<file path="src/rtl/fetch_queue_pkg.sv">
// Shared widths for the fetch/decode boundary; FQ_DEPTH is the top-level override for the queue size.
package fetch_queue_pkg;

    localparam int XLEN     = 32;
    localparam int FQ_DEPTH = 4;

endpackage

</file>
<file path="src/rtl/fetch_queue.sv">
// In-order instruction buffer between fetch and decode; a new entry reaches the head one cycle after it is written.
// enq_ready is simply !full from registered pointers; flush and reset drop the contents by clearing the pointers.
module fetch_queue
    import fetch_queue_pkg::*;
#(
    parameter int DEPTH = FQ_DEPTH
) (
    input  logic                      clk,
    input  logic                      rst,
    input  logic                      enq_valid,
    input  logic [XLEN-1:0]           enq_inst,
    input  logic [XLEN-1:0]           enq_pc,
    output logic                      enq_ready,
    input  logic                      flush,
    output logic                      deq_valid,
    output logic [XLEN-1:0]           deq_inst,
    output logic [XLEN-1:0]           deq_pc,
    input  logic                      deq_ready,
    output logic [$clog2(DEPTH):0]    count
);

    localparam int AW = $clog2(DEPTH);
    localparam int PW = AW + 1;

    logic [XLEN-1:0] mem_inst [DEPTH];
    logic [XLEN-1:0] mem_pc   [DEPTH];

    logic [PW-1:0] wptr;
    logic [PW-1:0] rptr;
    logic          empty;
    logic          full;
    logic          enq_fire;
    logic          deq_fire;

    // The extra pointer MSB distinguishes full from empty when the index bits match.
    assign empty = (wptr == rptr);
    assign full  = (wptr[AW-1:0] == rptr[AW-1:0]) && (wptr[AW] != rptr[AW]);

    assign enq_ready = !full;
    assign deq_valid = !empty;

    assign enq_fire = enq_valid && enq_ready && !flush;
    assign deq_fire = deq_valid && deq_ready && !flush;

    assign deq_inst = mem_inst[rptr[AW-1:0]];
    assign deq_pc   = mem_pc[rptr[AW-1:0]];

    assign count = wptr - rptr;

    always_ff @(posedge clk) begin
        if (rst || flush) begin
            wptr <= '0;
            rptr <= '0;
        end else begin
            if (enq_fire) begin
                wptr <= wptr + PW'(1);
            end
            if (deq_fire) begin
                rptr <= rptr + PW'(1);
            end
        end
    end

    // Storage is never cleared; stale slots are unreachable once the pointers reset.
    always_ff @(posedge clk) begin
        if (enq_fire && !rst) begin
            mem_inst[wptr[AW-1:0]] <= enq_inst;
            mem_pc[wptr[AW-1:0]]   <= enq_pc;
        end
    end

endmodule

</file>
<file path="config.mk">
export PLATFORM = sky130hd
export DESIGN_NAME = fetch_queue
export DESIGN_NICKNAME = d
export VERILOG_FILES = /design/src/rtl/fetch_queue_pkg.sv /design/src/rtl/fetch_queue.sv
export SDC_FILE = /design/constraint.sdc
export NUM_CORES = 1
export LEC_CHECK = 0
export ABC_AREA = 1
export CELL_PAD_IN_SITES_DETAIL_PLACEMENT = 2
export CELL_PAD_IN_SITES_GLOBAL_PLACEMENT = 2
export CORE_UTILIZATION = 40
export DETAILED_ROUTE_END_ITERATION = 10
export DONT_BUFFER_PORTS = 1
export PLACE_DENSITY_LB_ADDON = 0.1
export SLEW_MARGIN = 20
export SYNTH_ARGS = -nofsm -noshare
export SYNTH_HDL_FRONTEND = slang
export SYNTH_SLANG_ARGS = --single-unit
</file>
<file path="constraint.sdc">
create_clock -name clk -period 6.1 [get_ports clk]
set_input_delay 0 -clock clk [delete_from_list [all_inputs] [get_ports clk]]
set_output_delay 0 -clock clk [all_outputs]
set_load 0.05 [all_outputs]
</file>
======== Word-level counts from Yosys, hierarchy flattened ========
Memory sizes are Yosys's and may differ from the RTL's. A register that Yosys moved wholly into a read port is not among the register bits.
Index checks and enable logic that the tools add are counted.
word-level totals
  bits in writable memories ............... 256
  input port bits ......................... 69
  memories ................................ 2
  flip-flop bits (word level) ............. 6
memory list
  memory    words  bits a word  read ports  clocked after Yosys merged registers in  wr ports  RTL line           RTL
  mem_inst  4      32           1           1                                        1         fetch_queue.sv:25  logic [XLEN-1:0] mem_inst [DEPTH];
  mem_pc    4      32           1           1                                        1         fetch_queue.sv:26  logic [XLEN-1:0] mem_pc [DEPTH];
cells by class
  reduce and logical (&&, ||, !) cells .... 11
  add/sub/neg operators ................... 3
  mux-type cells .......................... 6
  equality and inequality tests ........... 3
operator list
  kind                                         count
  2-to-1 mux 2 bit                             4
  adder 3 x 1 -> 3 bit, second input constant  2
  logical AND 1 bit                            6
  zero test 1 bit                              4
  == test 3 bit                                1
  subtractor 3 bit                             1
  == test 2 bit                                1
  2-to-1 mux 1 bit                             2
  logical OR 1 bit                             1
  != test 1 bit                                1

======== Longest topological paths before layout ========
  depth in word-level cells ............... 8
  gate-level depth with buffers ........... 9

======== Worst setup path after synthesis ========
OpenSTA, ideal clock, no wires.
  path type ............................... register -> register
  from .................................... register wptr[0]
  to ...................................... memory mem_inst[0][0] (enable)
  setup time .............................. 579 ps
  period minus slack after synthesis ...... 6819 ps
  required time ........................... 5521 ps
  cell stages (with the launch flop) ...... 8
  path buffers ............................ 0
  arrival time ............................ 6240 ps
  setup slack ............................. -719 ps
  cell sequence ........................... dfxtp_1 > inv_1 > ha_1 > nand2_1 > inv_1 > nand3_1 > nand2_1 > nor3b_1
between the ends
  word-level cells in the longest chain between the ends .. 8
RTL lines
  what                                    RTL line           RTL
  start: declaration                      fetch_queue.sv:28  logic [PW-1:0] wptr;
  start signal: assignment                fetch_queue.sv:56  wptr <= wptr + PW'(1);
  == test 2 bit                           fetch_queue.sv:37  assign full = (wptr[AW-1:0] == rptr[AW-1:0]) && (wptr[AW] != rptr[AW]);
  logical AND 1 bit                       fetch_queue.sv:37
  zero test 1 bit                         fetch_queue.sv:39  assign enq_ready = !full;
  named net enq_ready                     fetch_queue.sv:13  output logic enq_ready,
  logical AND 1 bit (2 in a row)          fetch_queue.sv:42  assign enq_fire = enq_valid && enq_ready && !flush;
  logical AND 1 bit                       fetch_queue.sv:66  if (enq_fire && !rst) begin
  2-to-1 mux 1 bit                        fetch_queue.sv:66
  2-to-1 mux 1 bit (not written as such)  fetch_queue.sv:67  mem_inst[wptr[AW-1:0]] <= enq_inst;
  end: declaration                        fetch_queue.sv:25
The timed path passes the listed nets, and every way through them passes these cells.

==> metrics.txt <==
Layout Area Growth over Synthesis=19.4%; initial core utilization=41.0%; die height=160 um; Buf+Inv Stages, Crit Path=2; TritonCTS Buffers=28; Cell Pwr Density=322 nW/um^2; Post-Route Skew=0.0123 ns; FILL cells=2319; vias in the first global route=6966; fin crit period=3.59 ns; Root Buffer=clkbuf_16; fmax=0.279 GHz; Antenna Nets Post-Route=0; via count=6120; CP Launch Type=flip-flop; first-pass GRT wire length=41.1 mm; Mapped Avg Cell Area=14.5 sq um; routing usage on met2=38.6%; Synth area leader=edfxtp_1; met3 usage=4.18%; Mapped Area=10000 sq um; Hold WS=0.00896 ns; TritonCTS clock tree=done; Lkg Pwr=3.99 nW; Cell Chain, Critical Path=inv_4, buf_4, o21ai_1, o22ai_1; RSZ-0062 raised after global routing=false; Total Routed Length=26.6 mm; Post-CTS Resized=0; area of the multi-input gates=1890 sq um; Min-Delay Path Class=in -> reg; clk slew on worst S/H paths=0.06 ns; Placement Setup Slack=3.04 ns; H-tree levels=1; final net count=850; Post-route DRC=0; Setup crit end kind=primary output; commonest cells after routing, fill and taps aside=256 x edfxtp_1, 141 x nor2_1, 73 x dlygate4sd3_1, 72 x o21ai_0, 59 x o22ai_1; Final Cycle Share=58.8%; M1 GR Usage=24.7%; Cell variety after synth=26; Reg area=7850 sq um; slew at the pin with the worst max-slew slack=1.22 ns; status=finished clean; Max Cap Viol=0; gr usage total=21.0%; CP max FO=70; WL per Instance=23.8 um; CORE AREA=24500 sq um; top cell type's share of synthesized area=76.7%; most common cell after layout, fill and taps aside=edfxtp_1; DRT iter0 DRCs=350; initial antenna violation count=2; largest net degree at the start of global routing=71; die width=160 um; Slew HR=20.0%; register area share after synthesis=78.3%; die area=25700 sq um; global route overflow=0; clock sinks=264; HPWL after detailed placement=14.8 mm; top cells by area, synth=edfxtp_1 77%, nor2_1 5.3%, o22ai_1 4.0%, o21ai_0 3.6%, o21ai_1 2.8%; Warnings, synthesis=0; FF+latch count, synth=264; port buffer count=0; Top Ports=138; WS Path Type=reg -> out; # hold bufs at CTS=73; Worst Path Arrival=3.59 ns; Gate Count Post-Synth=692; placed cell area=10300 sq um; Setup Buffers After CTS=0; cell family with most CP delay=buffers and inverters; final setup vio count=0; worst skew pair latency=0.54 ns; share of the core filled with cells=48.9%; Peak VDD IR=0.225 mV; worst-case clock buffer depth=3; most used routing layer=met2; Std-Cell Rows=57; gpl congestion=0.729; final hold vios=0; syn nets=769; ratio of cells with drive above 1 in the final layout=9.06%; Tot Pwr=3.86 mW; post-route cell area=12000 sq um; Via density=5.46; CP max-delay cell=o22ai_1; 1st-pass router iterations=4; max incr delay on CP=0.89 ns; worst setup margin=2.51 ns; CP Data Required Time=6.10 ns; count of pins over their slew limit=0
per-layer routing:
| metal | routed length (um) | up-vias |
|---|---|---|
| met5 | 0 | - |
| met4 | 599 | 0 |
| met3 | 1250 | 41 |
| met2 | 14100 | 143 |
| met1 | 10700 | 3176 |
| li1 | - | 2760 |
worst paths after layout:
kind	startpoint	end	slack, ns	cells past startpoint
setup / recovery	flip-flop	deq_inst[24]	2.51	4
hold / removal	rst	mem_inst[0][10]	0.009	2
setup reg to reg	wptr[0]	mem_pc[1][13]	3.11	8
hold reg to reg	rptr[0]	flip-flop	0.60	2
cell families (layout without fill, tap and decap cells):
family          after synthesis  count (layout)  share of synthesized area [%]
buf+inv                      55             158                           3.37
xor+xnor                      1               1                         0.0874
other cells                   0               2                              0
flops                       264             264                           78.3
simple gates                169             169                           6.62
fa+ha+maj                     8               8                           1.07
compound gates              195             195                           10.5
per-stage QoR:
stage          TNS [ns]  cells
4_1_cts               0   1119
3_3_place_gp          0    994
2_1_floorplan   -162.40    692
3_5_place_dp          0    994
6_report              0   1121
5_1_grt               0   1121
where the power goes:
part / switching (mW) / internal (mW)
clock: 0.691 / 0.948
combinational: 0.151 / 0.0524
sequential: 0.00736 / 2.01
flip-flops by register name (all words and copies together), names as in the netlist, named ones only:
signal    cells
mem_inst    128
mem_pc      128
rptr          3
wptr          3
Yosys cell counts, drive strengths merged:
cell,number
nor2,141
o21ai,128
fa,1
o22ai,64
dfxtp,8
and3,1
nor3,1
nand3,4
inv,13
nand2,18
edfxtp,256
a21oi,3
ha,7
clkinv,1
xor2,1
clkbuf,17
buf,24
nand3b,1
nor3b,3
area by class of cell:
cell class	instances	area share, %
inverters	14	0.460
repair buffers	92	7.30
multi-input cells	373	15.8
clock buffers	33	6.19
diodes	2	0.0418
clock inverters	19	1.18
flip-flops and latches	264	65.7
well taps	324	3.39
worst register-to-register path, cell delays in order (launching register included):
cell,delay (ns)
dfxtp_1,0.37
inv_1,0.12
ha_1,0.32
nand2_1,0.06
inv_1,0.05
nand3_1,0.47
nand2_1,0.41
nor3b_2,0.32
buf_4,0.50
(Power assumes the default switching activity.)
